<file path="config.mk">
export PLATFORM = sky130hd
export DESIGN_NAME = decode_stage
export DESIGN_NICKNAME = d
export VERILOG_FILES = /design/src/rtl/decode_stage_pkg.sv /design/src/rtl/decode_stage_comb.sv /design/src/rtl/decode_stage.sv
export SDC_FILE = /design/constraint.sdc
export NUM_CORES = 1
export LEC_CHECK = 0
export BUFFER_PORTS_ARGS = -buffer_cell sky130_fd_sc_hd__buf_4
export CORE_ASPECT_RATIO = 0.8
export CORE_UTILIZATION = 40
export CTS_CLUSTER_SIZE = 8
export DETAILED_ROUTE_END_ITERATION = 12
export PLACE_DENSITY_LB_ADDON = 0.08
export SYNTH_ARGS = -nofsm -noshare
export SYNTH_HDL_FRONTEND = slang
export SYNTH_SLANG_ARGS = --single-unit
</file>
<file path="constraint.sdc">
create_clock -name clk -period 5.3 [get_ports clk]
set_input_delay 0.795 -clock clk [delete_from_list [all_inputs] [get_ports clk]]
set_output_delay 0.795 -clock clk [all_outputs]
set_load 0.01 [all_outputs]
</file>
<file path="src/rtl/decode_stage_pkg.sv">
// decode_stage_pkg: RV32I/RV64I encoding constants and immediate helpers shared by the decode stage
package decode_stage_pkg;

    localparam logic [6:0] OPC_LOAD      = 7'b0000011;
    localparam logic [6:0] OPC_MISC_MEM  = 7'b0001111;
    localparam logic [6:0] OPC_OP_IMM    = 7'b0010011;
    localparam logic [6:0] OPC_AUIPC     = 7'b0010111;
    localparam logic [6:0] OPC_OP_IMM_32 = 7'b0011011;
    localparam logic [6:0] OPC_STORE     = 7'b0100011;
    localparam logic [6:0] OPC_OP        = 7'b0110011;
    localparam logic [6:0] OPC_LUI       = 7'b0110111;
    localparam logic [6:0] OPC_OP_32     = 7'b0111011;
    localparam logic [6:0] OPC_BRANCH    = 7'b1100011;
    localparam logic [6:0] OPC_JALR      = 7'b1100111;
    localparam logic [6:0] OPC_JAL       = 7'b1101111;
    localparam logic [6:0] OPC_SYSTEM    = 7'b1110011;

    localparam logic [2:0] F3_LB  = 3'b000;
    localparam logic [2:0] F3_LH  = 3'b001;
    localparam logic [2:0] F3_LW  = 3'b010;
    localparam logic [2:0] F3_LD  = 3'b011;
    localparam logic [2:0] F3_LBU = 3'b100;
    localparam logic [2:0] F3_LHU = 3'b101;
    localparam logic [2:0] F3_LWU = 3'b110;

    localparam logic [2:0] F3_SB = 3'b000;
    localparam logic [2:0] F3_SH = 3'b001;
    localparam logic [2:0] F3_SW = 3'b010;
    localparam logic [2:0] F3_SD = 3'b011;

    localparam logic [2:0] F3_BEQ  = 3'b000;
    localparam logic [2:0] F3_BNE  = 3'b001;
    localparam logic [2:0] F3_BLT  = 3'b100;
    localparam logic [2:0] F3_BGE  = 3'b101;
    localparam logic [2:0] F3_BLTU = 3'b110;
    localparam logic [2:0] F3_BGEU = 3'b111;

    localparam logic [2:0] F3_ADD   = 3'b000;
    localparam logic [2:0] F3_SLL   = 3'b001;
    localparam logic [2:0] F3_SR    = 3'b101;
    localparam logic [2:0] F3_FENCE = 3'b000;

    localparam logic [6:0] F7_BASE   = 7'b0000000;
    localparam logic [6:0] F7_ALT    = 7'b0100000;
    localparam logic [6:0] F7_MULDIV = 7'b0000001;

    typedef enum logic [2:0] {
        IMM_I,
        IMM_S,
        IMM_B,
        IMM_U,
        IMM_J,
        IMM_NONE
    } imm_fmt_e;

    // Every format fits in 32 bits; callers sign-extend the result to XLEN.
    function automatic logic [31:0] imm32(input imm_fmt_e fmt, input logic [31:0] i);
        case (fmt)
            IMM_I:   imm32 = {{20{i[31]}}, i[31:20]};
            IMM_S:   imm32 = {{20{i[31]}}, i[31:25], i[11:7]};
            IMM_B:   imm32 = {{20{i[31]}}, i[7], i[30:25], i[11:8], 1'b0};
            IMM_U:   imm32 = {i[31:12], 12'b0};
            IMM_J:   imm32 = {{12{i[31]}}, i[19:12], i[20], i[30:21], 1'b0};
            default: imm32 = 32'b0;
        endcase
    endfunction

endpackage

</file>
<file path="src/rtl/decode_stage_comb.sv">
// decode_comb: purely combinational immediate generation and illegal-instruction detection
module decode_comb
    import decode_stage_pkg::*;
#(
    parameter int XLEN         = 32,
    parameter int ENABLE_M     = 0,
    parameter int ENABLE_FENCE = 1
) (
    input  logic [31:0]     instr,
    output logic [XLEN-1:0] imm,
    output logic            illegal
);

    localparam bit RV64 = (XLEN == 64);

    logic [6:0] opc;
    logic [2:0] f3;
    logic [6:0] f7;
    logic       op_bad;
    logic       sh_bad;
    logic       shw_bad;
    logic       bad;
    imm_fmt_e   fmt;

    assign opc = instr[6:0];
    assign f3  = instr[14:12];
    assign f7  = instr[31:25];

    // Sub-checks shared by several opcodes; RV64 shifts use funct6 so shamt[5] may be set
    always_comb begin
        op_bad  = !(f7 == F7_BASE || (f7 == F7_ALT && (f3 == F3_ADD || f3 == F3_SR)) ||
                    (ENABLE_M != 0 && f7 == F7_MULDIV));
        sh_bad  = RV64 ? (f3 == F3_SLL ? instr[31:26] != 6'b000000 :
                          f3 == F3_SR  ? !(instr[31:26] inside {6'b000000, 6'b010000}) : 1'b0)
                       : (f3 == F3_SLL ? f7 != F7_BASE :
                          f3 == F3_SR  ? !(f7 inside {F7_BASE, F7_ALT}) : 1'b0);
        shw_bad = f3 == F3_ADD ? 1'b0 :
                  f3 == F3_SLL ? f7 != F7_BASE :
                  f3 == F3_SR  ? !(f7 inside {F7_BASE, F7_ALT}) : 1'b1;
    end

    // Classify opcode into immediate format and legality; illegal words carry no immediate
    always_comb begin
        fmt = IMM_NONE;
        bad = 1'b0;
        case (opc)
            OPC_LOAD: begin
                fmt = IMM_I;
                bad = !(f3 inside {F3_LB, F3_LH, F3_LW, F3_LBU, F3_LHU} ||
                        (RV64 && f3 inside {F3_LD, F3_LWU}));
            end
            OPC_STORE: begin
                fmt = IMM_S;
                bad = f3 > (RV64 ? F3_SD : F3_SW);
            end
            OPC_BRANCH: begin
                fmt = IMM_B;
                bad = !(f3 inside {F3_BEQ, F3_BNE, F3_BLT, F3_BGE, F3_BLTU, F3_BGEU});
            end
            OPC_JALR: begin
                fmt = IMM_I;
                bad = f3 != 3'b000;
            end
            OPC_JAL:           fmt = IMM_J;
            OPC_LUI, OPC_AUIPC: fmt = IMM_U;
            OPC_OP_IMM: begin
                fmt = IMM_I;
                bad = sh_bad;
            end
            OPC_OP_IMM_32: begin
                fmt = IMM_I;
                bad = !RV64 || shw_bad;
            end
            OPC_OP:       bad = op_bad;
            OPC_OP_32:    bad = !RV64 || op_bad;
            OPC_MISC_MEM: bad = f3 != F3_FENCE || ENABLE_FENCE == 0;
            OPC_SYSTEM:   fmt = f3[1:0] != 2'b00 ? IMM_I : IMM_NONE;
            default:      bad = 1'b1;
        endcase
        illegal = bad || instr[1:0] != 2'b11;
        imm     = illegal ? '0 : XLEN'($signed(imm32(fmt, instr)));
    end

endmodule

</file>
<file path="src/rtl/decode_stage.sv">
// decode_stage: registered decode stage buffering decoded instructions in a small FIFO
module decode_stage
    import decode_stage_pkg::*;
#(
    parameter int XLEN         = 32,
    parameter int DEPTH        = 2,
    parameter int ENABLE_M     = 0,
    parameter int ENABLE_FENCE = 1
) (
    input  logic            clk,
    input  logic            reset_n,
    input  logic            flush,
    input  logic            in_valid,
    output logic            in_ready,
    input  logic [31:0]     in_instr,
    input  logic [XLEN-1:0] in_pc,
    output logic            out_valid,
    input  logic            out_ready,
    output logic [XLEN-1:0] out_pc,
    output logic [6:0]      out_opcode,
    output logic [2:0]      out_func3,
    output logic [6:0]      out_func7,
    output logic [4:0]      out_rs1,
    output logic [4:0]      out_rs2,
    output logic [4:0]      out_rd,
    output logic [XLEN-1:0] out_imm,
    output logic            out_illegal
);

    localparam int AW = $clog2(DEPTH);
    localparam int EW = XLEN + 32 + XLEN + 1;

    logic [AW-1:0]   rd_ptr_q, rd_ptr_d;
    logic [AW-1:0]   wr_ptr_q, wr_ptr_d;
    logic [AW:0]     count_q, count_d;
    logic [EW-1:0]   mem_q [DEPTH];
    logic [EW-1:0]   mem_d [DEPTH];
    logic [EW-1:0]   last_q, last_d;
    logic [EW-1:0]   head;
    logic [31:0]     head_instr;
    logic [XLEN-1:0] dec_imm;
    logic            dec_ill;
    logic            push;
    logic            pop;

    decode_comb #(
        .XLEN         (XLEN),
        .ENABLE_M     (ENABLE_M),
        .ENABLE_FENCE (ENABLE_FENCE)
    ) u_comb (
        .instr   (in_instr),
        .imm     (dec_imm),
        .illegal (dec_ill)
    );

    assign in_ready  = count_q != (AW+1)'(DEPTH);
    assign out_valid = count_q != '0;
    assign push      = in_valid & in_ready & ~flush;
    assign pop       = out_valid & out_ready & ~flush;

    // When empty the outputs replay the last presented entry so they never go undefined
    assign head = out_valid ? mem_q[rd_ptr_q] : last_q;
    assign {out_pc, head_instr, out_imm, out_illegal} = head;
    assign out_opcode = head_instr[6:0];
    assign out_rd     = head_instr[11:7];
    assign out_func3  = head_instr[14:12];
    assign out_rs1    = head_instr[19:15];
    assign out_rs2    = head_instr[24:20];
    assign out_func7  = head_instr[31:25];

    // Next-state for pointers, occupancy and storage; flush discards everything in flight
    always_comb begin
        rd_ptr_d = flush ? '0 : rd_ptr_q + AW'(pop);
        wr_ptr_d = flush ? '0 : wr_ptr_q + AW'(push);
        count_d  = flush ? '0 : count_q + (AW+1)'(push) - (AW+1)'(pop);
        mem_d    = mem_q;
        if (push) mem_d[wr_ptr_q] = {in_pc, in_instr, dec_imm, dec_ill};
        last_d   = head;
    end

    // State registers with asynchronous clear
    always_ff @(posedge clk or negedge reset_n) begin
        if (!reset_n) begin
            rd_ptr_q <= '0;
            wr_ptr_q <= '0;
            count_q  <= '0;
            mem_q    <= '{default: '0};
            last_q   <= '0;
        end else begin
            rd_ptr_q <= rd_ptr_d;
            wr_ptr_q <= wr_ptr_d;
            count_q  <= count_d;
            mem_q    <= mem_d;
            last_q   <= last_d;
        end
    end

endmodule

</file>
==> flow_summary_export.csv <==
group,metric,value,unit
layout,drive_above_1_share,33.0,%
sta,fmax,0.277,GHz
yosys,ys_warn_count,0,
placed_design,portBuffers,167,
clock_tree,holdBufCountCts,0,
clock_tree,cts_buffers,42,
floorplanning,rows,57,
detailed_routing,drt-total-wl,30.1,mm
worst_setup_path,critPathKind,"reg2out",
power_and_ir_drop,pwr_density_cell,556,nW/um^2
sta,setup_tns,0,ps
yosys,async_flop_share,100,%
sta,fin_skew,9.88,ps
detailed_routing,dr.pass1.iters,4,
global_routing,grt.total_usage,19.3,%
layout,fin_util,49.7,%
worst_setup_path,crit_fanout,53,
yosys,ys.flop_type,"dfrtp_1",
worst_setup_path,max_stage_delay,1090,ps
detailed_routing,drt_iter0_drc,389,
sta,timing.hold.ws,294,ps
global_routing,antenna_found_initial,0,
clock_tree,insertion_delay,520,ps
global_routing,use_met3,4.22,%
placed_design,dp_hpwl,19.1,mm
global_routing,grt_use_met1,28.7,%
layout,fillers,2787,
floorplanning,core,30600,sq um
layout,finalNetCount,1251,
detailed_routing,route.detailed.drc,0,
hold_path,hold_class,"in2async",
worst_setup_path,slowest_stage,"dfrtp_4",
global_routing,grt_pass1_wl,47.8,mm
worst_setup_path,crit_top_cell,"buf_4",
worst_setup_path,arrival,2810,ps
yosys,synth_edf_count,0,
floorplanning,initial_core_util,40.9,%
yosys,yosys-top-cells-area,"dfrtp_1 59%, mux2_2 12%, mux2i_1 7.8%, a21oi_1 4.5%, nor2_1 3.2%",
clock_tree,post_cts.repair.setup_buffers,0,
yosys,yosysSeqAreaShare,59.0,%
layout,seq_area,7390,sq um
clock_tree,root_buffer,"clkbuf_16",
yosys,yosys.area.top_type,"dfrtp_1",
yosys,yosysTopAreaCellShare,59.0,%
global_routing,met2_usage,28.3,%
sta,relSlewSlack,30.8,%
layout,multi_input_area,4650,sq um
clock_tree,path_clk_slew,50,ps
worst_setup_path,end_kind,"output pin",
layout,areaGrowthSynthToFinish,21.5,%
yosys,syn_area,12500,sq um
floorplanning,die_width,200,um
floorplanning,num_io_pins,168,
layout,design_area,15200,sq um
detailed_routing,vias,8096,
worst_setup_path,path_cells,"buf_4 -> mux2i_1 -> a21oi_1 -> buf_4",
sta,hold_viol,0,
sta,setup_viol,0,
worst_setup_path,cp-start-kind,"register",
yosys,ys_types,48,
power_and_ir_drop,p_leak,0.00648,uW
worst_setup_path,required,4510,ps
floorplanning,die_h,160,um
clock_tree,tritoncts,"yes",
detailed_routing,ant_nets,0,
global_routing,grt_max_degree,106,
layout,diodes,0,
sta,post-route-period-util,68.0,%
detailed_routing,routedWlPerCell,18.9,um
yosys,synthesis.nets,1100,
clock_tree,cts_buffer_depth,3,
yosys,syn_inst,1027,
detailed_routing,drt-vias-per-instance,5.08,
clock_tree,ctsResizeCount,0,
sta,maxSlewViolCount,0,
clock_tree,clkSinkCount,295,
placed_design,place.gp.congestion,0.741,
global_routing,grt_pass1_vias,8189,
yosys,yosysMostFrequentCell,"dfrtp_1",
yosys,synth_commonest_cells,"295 x dfrtp_1, 129 x mux2_2, 112 x a21oi_1",
run_status,status,"complete, no violations",
yosys,synth-seq-cells,295,
yosys,syn_area_per_cell,12.2,sq um
sta,worst_slew_pin_slew,1040,ps
sta,period_minus_slack,3610,ps
power_and_ir_drop,ir_worst_vdd,0.310,mV
clock_tree,htreeDepth,2,
global_routing,grt-ovfl-total,0,
run,drv_cap,0,
sta,rsz0062_at_grt,"false",
placed_design,place_area,14100,sq um
floorplanning,die-area,32000,sq um
global_routing,busiest_layer,"met1",
==> worst max-delay path: cells and delay by family (launching register included) <==
family | cells | cell delay [ps]
compound gates | 1 | 140
buf+inv | 2 | 630
flops | 1 | 1090
mux | 1 | 350
==> state kept, by name (all words and copies together) (netlist names) <==
signal / cells
wr_ptr_q: 1
last_q: 97
mem_q: 194
rd_ptr_q: 1
count_q: 2
==> area by class of cell <==
type,count,area share [%]
flip-flops and latches,295,48.6
multi-input cells,607,30.5
repair buffers,177,8.95
clock buffers,45,7.12
well taps,413,3.40
inverters,55,1.36
clock inverters,1,0.0576
==> per-layer routing <==
layer	up-vias	routed length, um
met4	0	554
met5	-	0
met1	4038	14700
li1	3849	-
met3	43	1550
met2	166	13300
==> cells in the final DEF, fill, tap and decap left out, drive strengths merged, types with 4 or more instances in the layout <==
master / count
dfrtp: 295
buf: 177
o21ai: 4
and2: 4
nor2: 109
mux2: 129
nand2: 23
inv: 56
o22ai: 49
mux2i: 97
a21oi: 112
nand2b: 17
clkbuf: 45
ha: 4
nor2b: 4
nor3b: 6
a22oi: 22
==> final timing paths <==
check	from	endpoint	slack, ps	cells after the start
setup / recovery	rd_ptr_q$_DFF_PN0_	out_imm[31]	1690	4
min in group clk	flush	wr_ptr_q$_DFF_PN0_	480	2
hold reg to reg	mem_q[65]$_DFFE_PN0P_	mem_q[65]$_DFFE_PN0P_	500	1
max in group asynchronous	reset_n	rd_ptr_q$_DFF_PN0_	3800	2
setup reg to reg	count_q[1]$_DFF_PN0_	mem_q[116]$_DFFE_PN0P_	2510	6
hold / removal	reset_n	last_q[22]$_DFF_PN0_	290	1
==> stage by stage <==
stage	setup WS [ps]	power (uW)	cells
after floorplan	2840	4960	1027
after global placement	2080	6150	1547
after detailed placement	2040	6220	1547
after CTS	1650	8600	1593
after global routing	1560	9010	1593
final	1690	8450	1593
==> cell families (layout without fill, tap and decap cells) <==
group	Yosys count	in the layout	share of synthesized area, %
flops	295	295	59.0
mux	226	226	19.4
compound gates	196	196	10.4
simple gates	178	178	6.52
buf+inv	125	278	4.11
fa+ha+maj	4	4	0.400
xor+xnor	3	3	0.210
==> power breakdown <==
part,switching (uW),total [uW],internal [uW]
clock,895,2310,1420
sequential,351,3430,3080
combinational,1370,2710,1340
total,2620,8450,5830
Note: power is estimated with default switching activity, not from simulation.
